File: config.mk
export PLATFORM = sky130hd
export DESIGN_NAME = pcie_tl_tx_credit_gate
export DESIGN_NICKNAME = d
export VERILOG_FILES = /design/src/rtl/pcie_pkg.sv /design/src/rtl/pcie_fc_credit_counter.sv /design/src/rtl/pcie_tl_tx_credit_gate.sv
export SDC_FILE = /design/constraint.sdc
export NUM_CORES = 1
export LEC_CHECK = 0
export CORE_MARGIN = 3
export CORE_UTILIZATION = 45
export CTS_CLUSTER_DIAMETER = 80
export DETAILED_ROUTE_END_ITERATION = 12
export PLACE_DENSITY = 0.87
export SYNTH_ARGS = -nofsm -noshare
export SYNTH_HDL_FRONTEND = slang
export SYNTH_SLANG_ARGS = --single-unit
File: constraint.sdc
create_clock -name clk_sys -period 4.4 [get_ports clk_sys]
set_input_delay 0.44 -clock clk_sys [delete_from_list [all_inputs] [get_ports clk_sys]]
set_output_delay 0.44 -clock clk_sys [all_outputs]
set_load 0.01 [all_outputs]
File: src/rtl/pcie_pkg.sv
// Shared types and credit helpers for the TL transmit credit gate.
package pcie_pkg;

    localparam int HDR_W_DEF = 8;
    localparam int DAT_W_DEF = 12;

    typedef enum logic [2:0] {
        FC_PH   = 3'd0,
        FC_PD   = 3'd1,
        FC_NPH  = 3'd2,
        FC_NPD  = 3'd3,
        FC_CPLH = 3'd4,
        FC_CPLD = 3'd5
    } fc_type_t;

    typedef enum logic [1:0] {
        TLP_P       = 2'd0,
        TLP_NP      = 2'd1,
        TLP_CPL     = 2'd2,
        TLP_ILLEGAL = 2'd3
    } tlp_class_t;

    typedef enum logic [1:0] {
        GATE_INIT  = 2'd0,
        GATE_RUN   = 2'd1,
        GATE_BLOCK = 2'd2
    } gate_state_t;

    // One data credit covers 4 DW; a zero-length TLP needs none.
    function automatic logic [11:0] fc_credits_needed(input logic [10:0] len_dw);
        logic [11:0] sum;
        sum = {1'b0, len_dw} + 12'd3;
        return {2'b00, sum[11:2]};
    endfunction

endpackage

File: src/rtl/pcie_fc_credit_counter.sv
// One flow-control credit type: limit/consumed/infinite with modular check and update validation.
// Check is combinational from state; updates and consumption apply at the next edge, no backpressure.
module pcie_fc_credit_counter #(
    parameter int W = 8
) (
    input  logic         clk_sys,
    input  logic         rst_n_sys,
    input  logic         init_vld,
    input  logic         upd_vld,
    input  logic [W-1:0] value,
    input  logic [W-1:0] need,
    input  logic         consume,
    output logic         ok,
    output logic         upd_err
);

    localparam logic [W-1:0] HALF = {1'b1, {(W-1){1'b0}}};

    logic [W-1:0] cl_q, cl_d;
    logic [W-1:0] cc_q, cc_d;
    logic         inf_q, inf_d;
    logic [W-1:0] room;
    logic [W-1:0] upd_gap;
    logic         upd_fits;

    always_comb begin
        room     = cl_q - cc_q - need;
        upd_gap  = value - cc_q;
        upd_fits = (upd_gap <= HALF);
        ok       = inf_q | (room <= HALF);
        upd_err  = upd_vld & ~inf_q & ~upd_fits;

        cl_d  = cl_q;
        cc_d  = cc_q;
        inf_d = inf_q;
        if (init_vld) begin
            cl_d  = value;
            inf_d = (value == '0);
        end else if (upd_vld && !inf_q && upd_fits) begin
            cl_d = value;
        end
        // Consumption is independent of a same-cycle limit update; both land.
        if (consume) begin
            cc_d = cc_q + need;
        end
    end

    always_ff @(posedge clk_sys or negedge rst_n_sys) begin
        if (!rst_n_sys) begin
            cl_q  <= '0;
            cc_q  <= '0;
            inf_q <= 1'b0;
        end else begin
            cl_q  <= cl_d;
            cc_q  <= cc_d;
            inf_q <= inf_d;
        end
    end

endmodule

File: src/rtl/pcie_tl_tx_credit_gate.sv
// Gates single-beat TLPs against link-partner FC credits and forwards them through one output register.
// Latency 1 cycle; req_ready drops when credits are short or the output register is held by tl_tx_ready.
module pcie_tl_tx_credit_gate
    import pcie_pkg::*;
#(
    parameter int HDR_W         = HDR_W_DEF,
    parameter int DAT_W         = DAT_W_DEF,
    parameter int STALL_TIMEOUT = 4096
) (
    input  logic         clk_sys,
    input  logic         rst_n_sys,
    input  logic         req_valid,
    output logic         req_ready,
    input  logic [31:0]  req_hdr,
    input  logic [255:0] req_data,
    input  logic         req_end,
    input  logic [1:0]   req_class,
    input  logic [10:0]  req_len_dw,
    input  logic         fc_upd_valid,
    input  logic         fc_upd_init,
    input  logic [2:0]   fc_upd_type,
    input  logic [11:0]  fc_upd_value,
    output logic         tl_tx_valid,
    input  logic         tl_tx_ready,
    output logic [31:0]  tl_tx_hdr,
    output logic [255:0] tl_tx_data,
    output logic         tl_tx_end,
    output logic         fc_init_done,
    output logic         credit_stall,
    output logic [1:0]   stall_class,
    output logic         fc_proto_err
);

    localparam int               CNT_W     = $clog2(STALL_TIMEOUT + 1);
    localparam logic [CNT_W-1:0] STALL_MAX = CNT_W'(STALL_TIMEOUT);

    logic [5:0]       seen_q;
    logic [5:0]       init_vld;
    logic [5:0]       upd_vld;
    logic [5:0]       upd_err;
    logic [2:0]       hdr_ok;
    logic [2:0]       dat_ok;
    logic [2:0]       cls_sel;
    logic [DAT_W-1:0] dat_need;
    logic             credit_ok;
    logic             out_free;
    logic             handshake;
    logic             accept;
    logic             drop;
    logic             early_upd;
    logic             err_d, err_q;

    gate_state_t      state_q;
    logic [CNT_W-1:0] stall_cnt_q;
    logic [1:0]       stall_class_q;

    logic             tx_vld_q;
    logic [31:0]      tx_hdr_q;
    logic [255:0]     tx_data_q;
    logic             tx_end_q;

    assign fc_init_done = &seen_q;
    assign dat_need     = DAT_W'(fc_credits_needed(req_len_dw));

    always_comb begin
        for (int t = 0; t < 6; t++) begin
            init_vld[t] = fc_upd_valid & fc_upd_init & ~fc_init_done & (fc_upd_type == 3'(t));
            upd_vld[t]  = fc_upd_valid & ~fc_upd_init & fc_init_done & (fc_upd_type == 3'(t));
        end
        early_upd = fc_upd_valid & ~fc_upd_init & ~fc_init_done;
    end

    // Types are ordered header/data per class, so class c owns counters 2c and 2c+1.
    for (genvar c = 0; c < 3; c++) begin : g_cls
        pcie_fc_credit_counter #(.W(HDR_W)) u_hdr (
            .clk_sys   (clk_sys),
            .rst_n_sys (rst_n_sys),
            .init_vld  (init_vld[2*c]),
            .upd_vld   (upd_vld[2*c]),
            .value     (fc_upd_value[HDR_W-1:0]),
            .need      (HDR_W'(1)),
            .consume   (accept & cls_sel[c]),
            .ok        (hdr_ok[c]),
            .upd_err   (upd_err[2*c])
        );
        pcie_fc_credit_counter #(.W(DAT_W)) u_dat (
            .clk_sys   (clk_sys),
            .rst_n_sys (rst_n_sys),
            .init_vld  (init_vld[2*c+1]),
            .upd_vld   (upd_vld[2*c+1]),
            .value     (fc_upd_value[DAT_W-1:0]),
            .need      (dat_need),
            .consume   (accept & cls_sel[c]),
            .ok        (dat_ok[c]),
            .upd_err   (upd_err[2*c+1])
        );
    end

    always_comb begin
        cls_sel   = 3'b000;
        credit_ok = 1'b1;
        case (req_class)
            TLP_P:   begin cls_sel = 3'b001; credit_ok = hdr_ok[0] & dat_ok[0]; end
            TLP_NP:  begin cls_sel = 3'b010; credit_ok = hdr_ok[1] & dat_ok[1]; end
            TLP_CPL: begin cls_sel = 3'b100; credit_ok = hdr_ok[2] & dat_ok[2]; end
            default: begin cls_sel = 3'b000; credit_ok = 1'b1; end
        endcase
        out_free  = ~tx_vld_q | tl_tx_ready;
        req_ready = fc_init_done & out_free & credit_ok;
        handshake = req_valid & req_ready;
        accept    = handshake & (req_class != TLP_ILLEGAL);
        drop      = handshake & (req_class == TLP_ILLEGAL);
        err_d     = err_q | early_upd | (|upd_err) | drop;
    end

    always_ff @(posedge clk_sys or negedge rst_n_sys) begin
        if (!rst_n_sys) begin
            seen_q <= '0;
            err_q  <= 1'b0;
        end else begin
            seen_q <= seen_q | init_vld;
            err_q  <= err_d;
        end
    end

    always_ff @(posedge clk_sys or negedge rst_n_sys) begin
        if (!rst_n_sys) begin
            state_q       <= GATE_INIT;
            stall_cnt_q   <= '0;
            stall_class_q <= 2'd0;
        end else begin
            case (state_q)
                GATE_INIT: begin
                    if (fc_init_done) state_q <= GATE_RUN;
                end
                GATE_RUN: begin
                    if (req_valid && !credit_ok) begin
                        state_q       <= GATE_BLOCK;
                        stall_class_q <= req_class;
                    end
                end
                GATE_BLOCK: begin
                    if (!req_valid || accept) begin
                        state_q       <= GATE_RUN;
                        stall_cnt_q   <= '0;
                        stall_class_q <= 2'd0;
                    end else if (stall_cnt_q != STALL_MAX) begin
                        stall_cnt_q <= stall_cnt_q + 1'b1;
                    end
                end
                default: state_q <= GATE_INIT;
            endcase
        end
    end

    always_ff @(posedge clk_sys or negedge rst_n_sys) begin
        if (!rst_n_sys) begin
            tx_vld_q  <= 1'b0;
            tx_hdr_q  <= '0;
            tx_data_q <= '0;
            tx_end_q  <= 1'b0;
        end else if (accept) begin
            tx_vld_q  <= 1'b1;
            tx_hdr_q  <= req_hdr;
            tx_data_q <= req_data;
            tx_end_q  <= req_end;
        end else if (tl_tx_ready) begin
            tx_vld_q <= 1'b0;
        end
    end

    assign tl_tx_valid  = tx_vld_q;
    assign tl_tx_hdr    = tx_hdr_q;
    assign tl_tx_data   = tx_data_q;
    assign tl_tx_end    = tx_end_q;
    assign credit_stall = (stall_cnt_q == STALL_MAX);
    assign stall_class  = stall_class_q;
    assign fc_proto_err = err_q;

endmodule

---- After elaboration in Yosys (flattened, before gate mapping) ----
Cells that the tools add are included.
operators by class
  $add $sub $neg .......................... 26
  $lt $le $gt $ge ......................... 12
  equal/unequal tests ..................... 16
  muxes and demuxes ....................... 25
  bitwise operators ....................... 66
  reductions and logical operators ........ 41
operators by type and width
  cell                   number
  $le 12x12->1 const B   6
  $mux 12                6
  $sub 12x12->12         6
  $le 8x8->1 const B     6
  $mux 8                 6
  $sub 8x8->8            6
  $and 1x1->1            40
  $add 12x10->12         3
  $sub 12x10->12         3
  $mux 13                2
  $add 8x1->8 const B    3
  $sub 8x1->8 const B    3
  $reduce_bool 2->1      9
  $not 1->1              15
  $add 13x1->13 const B  1
  $eq 13x13->1 const B   1
  $logic_and 1x1->1      13
  $ne 13x13->1 const B   1
  $add 11x2->12 const B  1
  $logic_not 12->1       1
  $mux 2                 5
  $or 1x1->1             10
  $pmux 3 s3             1
  $logic_not 1->1        8
  19 further kinds       30
storage, ports and cells
  flip-flop bits (word level) ............. 440
  bits of input ports ..................... 323
  output and inout port bits .............. 296
  logic and storage cells ................. 213

---- Logic depth before layout (Yosys ltp) ----
  word-level depth ........................ 12
  gate-level depth with buffers ........... 23

---- Modules after synthesis ----
From an unflattened synthesis, not the netlist that was laid out.
second synthesis, totals
  cells, all modules ...................... 2647
  area, all modules ....................... 28564.9 sq um
by module, submodules not included
  module                                   instances  cells each  area each (sq um)  sequential area each (sq um)
  pcie_tl_tx_credit_gate                   1          796         12648.4            7857.5
  pcie_fc_credit_counter (g_cls[2].u_dat)  1          364         3154.3             625.6
  pcie_fc_credit_counter (g_cls[0].u_dat)  1          361         3149.3             625.6
  pcie_fc_credit_counter (g_cls[1].u_dat)  1          364         3130.5             625.6
  pcie_fc_credit_counter (g_cls[1].u_hdr)  1          267         2238.4             425.4
  pcie_fc_credit_counter (g_cls[0].u_hdr)  1          266         2233.4             425.4
  pcie_fc_credit_counter (g_cls[2].u_hdr)  1          229         2010.7             425.4

---- Least setup slack after synthesis ----
Ideal clock, no wire load.
  path type ............................... input to register
  start ................................... input req_len_dw[0]
  end ..................................... register tx_data_q[179] (netlist: tl_tx_data[179])
  library setup time ...................... 0.128 ns
  arrival time ............................ 4.877 ns
  slack ................................... -0.605 ns
  stages .................................. 21
  buffers on the path ..................... 4
  cell sequence ........................... o2111ai_1 > nor2_1 > and3_1 > nand2_1 > xnor2_1 > clkbuf_1 > xnor2_1 > ha_1 > or2_2 > ha_1 > buf_2 > o21a_1 > o22ai_1 > or4b_1 > a2111oi_2 > a21boi_1 > o22ai_4 > o21ai_4 > buf_6 > buf_4 > mux2_1
between the ends
  cells in the longest elaborated chain, start to end .. 9
ends and longest elaborated chain
  item                                   RTL line                                                                                     text
  start: declaration                     pcie_tl_tx_credit_gate.sv:18                                                                 input logic [10:0] req_len_dw,
  $add 11x2->12 (*)                      pcie_pkg.sv:32                                                                               sum = {1'b0, len_dw} + 12'd3;
  $sub 12x10->12                         pcie_fc_credit_counter.sv:27                                                                 room = cl_q - cc_q - need;
  $le 12x12->1                           pcie_fc_credit_counter.sv:30                                                                 ok = inf_q | (room <= HALF);
  $or 1x1->1                             pcie_fc_credit_counter.sv:30
  $and 1x1->1, on equally long branches  pcie_tl_tx_credit_gate.sv:105, pcie_tl_tx_credit_gate.sv:103, pcie_tl_tx_credit_gate.sv:104
  $pmux 1 s3 (*)                         pcie_tl_tx_credit_gate.sv:102                                                                case (req_class)
  $and 1x1->1 (*)                        pcie_tl_tx_credit_gate.sv:109                                                                req_ready = fc_init_done & out_free & credit_ok;
  $and 1x1->1 (*)                        pcie_tl_tx_credit_gate.sv:110                                                                handshake = req_valid & req_ready;
  $and 1x1->1 (*)                        pcie_tl_tx_credit_gate.sv:111                                                                accept = handshake & (req_class != TLP_ILLEGAL);
  end signal: assignment                 pcie_tl_tx_credit_gate.sv:165                                                                tx_data_q <= req_data;
  end: declaration                       pcie_tl_tx_credit_gate.sv:59                                                                 logic [255:0] tx_data_q;
Every way passes the cells marked *; elsewhere a longest branch is shown, timed or not.
A chain may end at the register's enable or synchronous reset.

---- Final worst setup path ----
  start ................................... input req_len_dw[1]
  end ..................................... output req_ready
between the ends
  cells in the longest elaborated chain, start to end .. 7
ends and longest elaborated chain
  item                                   RTL line                                                                                     text
  $add 11x2->12 (*)                      pcie_pkg.sv:32
  $sub 12x10->12                         pcie_fc_credit_counter.sv:27
  $le 12x12->1                           pcie_fc_credit_counter.sv:30
  $or 1x1->1                             pcie_fc_credit_counter.sv:30
  $and 1x1->1, on equally long branches  pcie_tl_tx_credit_gate.sv:105, pcie_tl_tx_credit_gate.sv:103, pcie_tl_tx_credit_gate.sv:104
  $pmux 1 s3 (*)                         pcie_tl_tx_credit_gate.sv:102
  $and 1x1->1 (*)                        pcie_tl_tx_credit_gate.sv:109
  end: declaration                       pcie_tl_tx_credit_gate.sv:13                                                                 output logic req_ready,
Marks and branches as above.

==> flow_summary.json <==
{
  "clock_latency_ns": 0.60,
  "grt_usage_pct": 35.6,
  "die-area_sq_um": 57900,
  "slew_violations": 0,
  "worst_pin_slew_ns": 0.796,
  "seq_area_frac_synth_pct": 44.4,
  "powerDensity_nw_per_um2": 566,
  "fin_skew_ns": 0.0263,
  "synthSimpleGateAreaFrac_pct": 8.54,
  "critPathLaunchType": "input pin",
  "postRouteAntennaNets": 0,
  "die-height_microns": 241,
  "synth_top_area_share_pct": 44.4,
  "dp_cells": 3571,
  "regArea_sq_um": 11000,
  "cts-root-buf": "clkbuf_16",
  "cp_max_fo": 3,
  "setup_ws_ns": -0.545,
  "final_area_sq_um": 36700,
  "period_share_pct": 112,
  "antenna_found_initial": 27,
  "violations": "setup timing",
  "syn_area_per_cell_sq_um": 11.7,
  "slew_headroom_pct": 47.0,
  "syn_nets": 2657,
  "period_needed_ns": 4.94,
  "async_flop_share_pct": 100,
  "status": "complete, but fails checks",
  "yosys-top-cells-count": "dfrtp_1 (440), mux2_1 (246), ha_1 (173)",
  "syn_inst": 2125,
  "drt-vias-per-instance": 5.69,
  "multiInputGateArea_sq_um": 13400,
  "synth_edf_count": 0,
  "fin_cells": 3730,
  "crit_type": "in2out",
  "max_freq_mhz": 202,
  "area_delta_synth_final_pct": 47.9,
  "fin_nets": 3518,
  "cts_tree": "done",
  "grt_pass1_vias": 21600,
  "dieWidth_microns": 241,
  "critPathRequiredTime_ns": 3.96,
  "finalHoldViolCount": 0,
  "rsz0062_at_grt": "yes",
  "yosys-mux-area-fraction_pct": 16.9,
  "post-place-ws_ns": -1.50,
  "grt-ovfl-total": 0,
  "synth_ff_type": "dfrtp_1",
  "syn-cell-area_sq_um": 24800,
  "num_rows": 85,
  "cts_buffer_depth": 3,
  "synth_adder_area_share_pct": 11.8,
  "grt_max_degree": 110,
  "critPathCaptureType": "primary output",
  "clkSlewWorstSetupHoldPaths_ns": 0.06,
  "synthDistinctLibCells": 81,
  "post-synth-top-count-cell": "dfrtp_1",
  "timing.hold.ws_ns": 0.433,
  "dp_hpwl_microns": 81100,
  "max-vdd-ir-drop_uv": 373,
  "synth-xor-area-share_pct": 4.38,
  "vias": 21200,
  "cap_violations": 0,
  "drt_iter0_markers": 1798,
  "synth_compound_area_share_pct": 10.0,
  "placed_area_sq_um": 33300,
  "cts_buffers": 50,
  "routed_wirelength_microns": 106000,
  "yosys-top-cells-area": "dfrtp_1 (44%), mux2_1 (11%), ha_1 (8.7%), mux2_2 (4.9%), fa_1 (2.9%)",
  "synth-seq-cells": 440,
  "portBuffers": 618,
  "synth_top_family_by_area": "multiplexers",
  "fill_cells": 3886,
  "post_drt_wl_per_cell_microns": 28.6,
  "p_leak_nw": 17.4,
  "drt-pass1-iter-count": 6,
  "post-route-drc-count": 0,
  "drive_above_1_share_pct": 18.8,
  "cp_data_arrival_time_ns": 4.50,
  "grt_pass1_wl_microns": 148000,
  "fin_tns_setup_ns": -126.63,
  "coreArea_sq_um": 54100,
  "gp_congestion": 1.04,
  "io_pins": 619,
  "clkSinkCount": 440,
  "slowest_stage": "fa_1",
  "h-tree-depth": 2,
  "yosysWarnings": 0,
  "crit_chain": "buf_8, or3_4, and2_4, buf_6, fa_1, inv_1, ha_2, or2_4, fa_2, a21o_1, a221oi_2, buf_4, xnor2_2, nand4_1, nor3_2, a311o_1, o311a_4, nor2_4, nor2b_1, buf_4, buf_6",
  "max_stage_delay_ns": 0.50,
  "synth_top_cell_by_area": "dfrtp_1",
  "hold_path_class": "in2reg",
  "initial_core_util_pct": 45.8,
  "setup_violations": 356
}
[flip-flops by register name, summed over array words and instances, names as in the netlist, 2 cells and up]
name	cells
g_cls.u_dat.cl_q	36
g_cls.u_hdr.cl_q	24
stall_cnt_q	13
stall_class	2
seen_q	6
state_q	2
g_cls.u_dat.inf_q	3
g_cls.u_dat.cc_q	36
tl_tx_data	256
tl_tx_hdr	32
g_cls.u_hdr.inf_q	3
g_cls.u_hdr.cc_q	24
[worst paths after layout]
kind / slack, ns / from / depth (start not counted) / to
worst max register to register: -0.39 / g_cls[1].u_dat.cc_q[0] / 20 / tl_tx_data[142]
worst min-delay path: 0.43 / req_data[123] / 2 / tl_tx_data[123]
max in group asynchronous: 2.75 / rst_n_sys / 3 / g_cls[1].u_dat.cl_q[7]
worst max-delay path: -0.54 / req_len_dw[1] / 21 / req_ready
min in group asynchronous: 0.48 / rst_n_sys / 2 / tl_tx_data[216]
worst min register to register: 0.47 / seen_q[2] / 1 / seen_q[2]
[per-stage QoR]
stage | util, % | total power [mW]
detailed placement | 61.5 | 15.5
floorplan | - | 11.0
CTS | 66.9 | 20.4
global placement | 61.5 | 15.2
finish | 67.7 | 20.7
global route | 67.7 | 21.8
[metal layers]
layer  up-vias  wire length, microns  global-route usage, %
met1     10700                 43000                   46.6
met5         -                   382                   3.85
met2       992                 43100                   49.0
met3       243                 15800                   20.1
met4        14                  4230                   12.0
li1       9327                     -                      -
[critical path: cells and delay by family]
family                     cells  cell delay, ns
and+or+nand+nor                7            1.23
adders and majority gates      3            1.01
AOI/OAI and AO/OA              4            1.01
buffers and inverters          6            0.72
xor gates and xnor gates       1            0.10
[layout make-up]
class	count	share of cell area [%]
multi-input cells	1493	36.5
flip-flops and latches	440	30.0
repair buffers	867	25.1
clock buffers	67	3.97
well taps	696	2.38
inverters	134	1.37
clock inverters	17	0.553
diodes	16	0.109
[placed cells by master (no fill, tap or decap), drive strengths merged, types with 11 or more instances in the layout]
cell           netlist  final
a211oi              13     13
a21o                29     29
a21oi               90     90
and3                13     13
buf                 46    237
clkbuf              12     75
clkdlybuf4s50        0    610
dfrtp              440    440
diode                0     16
fa                  36     36
ha                 173    173
inv                134    136
mux2               354    354
mux2i               21     21
nand2               96     96
nand2b              23     23
nand3               29     29
nand4               27     27
nor2               103    103
nor2b               18     18
nor3                28     28
nor4                14     14
o21a                29     29
o21ai               80     80
o311ai              11     11
or2                 21     21
or3                 13     13
xnor2               80     80
xor2                44     44
[logic make-up (layout without fill, tap and decap cells)]
kind of cell	count (synthesis)	after routing
AO/OA/AOI/OAI	365	365
XOR/XNOR	124	124
adder cells (fa/ha/maj)	213	213
buffers and inverters	192	1085
flip-flops	440	440
multiplexers	375	375
other	0	16
AND/OR/NAND/NOR	416	416
[power by group]
part / switching [mW] / total [mW] / internal [mW]
registers: 0.905 / 5.98 / 5.07
clock network: 1.80 / 4.33 / 2.54
logic: 5.12 / 10.4 / 5.29
total: 7.82 / 20.7 / 12.9
[repair_timing]
item / CTS / global route
setup endpoints to repair: 369 / 368
setup buffers: 23 / 1
resized for setup: 84 / 37
pin swaps: 21 / 12
cloned: 26 / 8
hold buffers: 1 / 0
endpoints found under the hold margin: 93 / 0
Note: power is estimated with default switching activity, not from simulation.
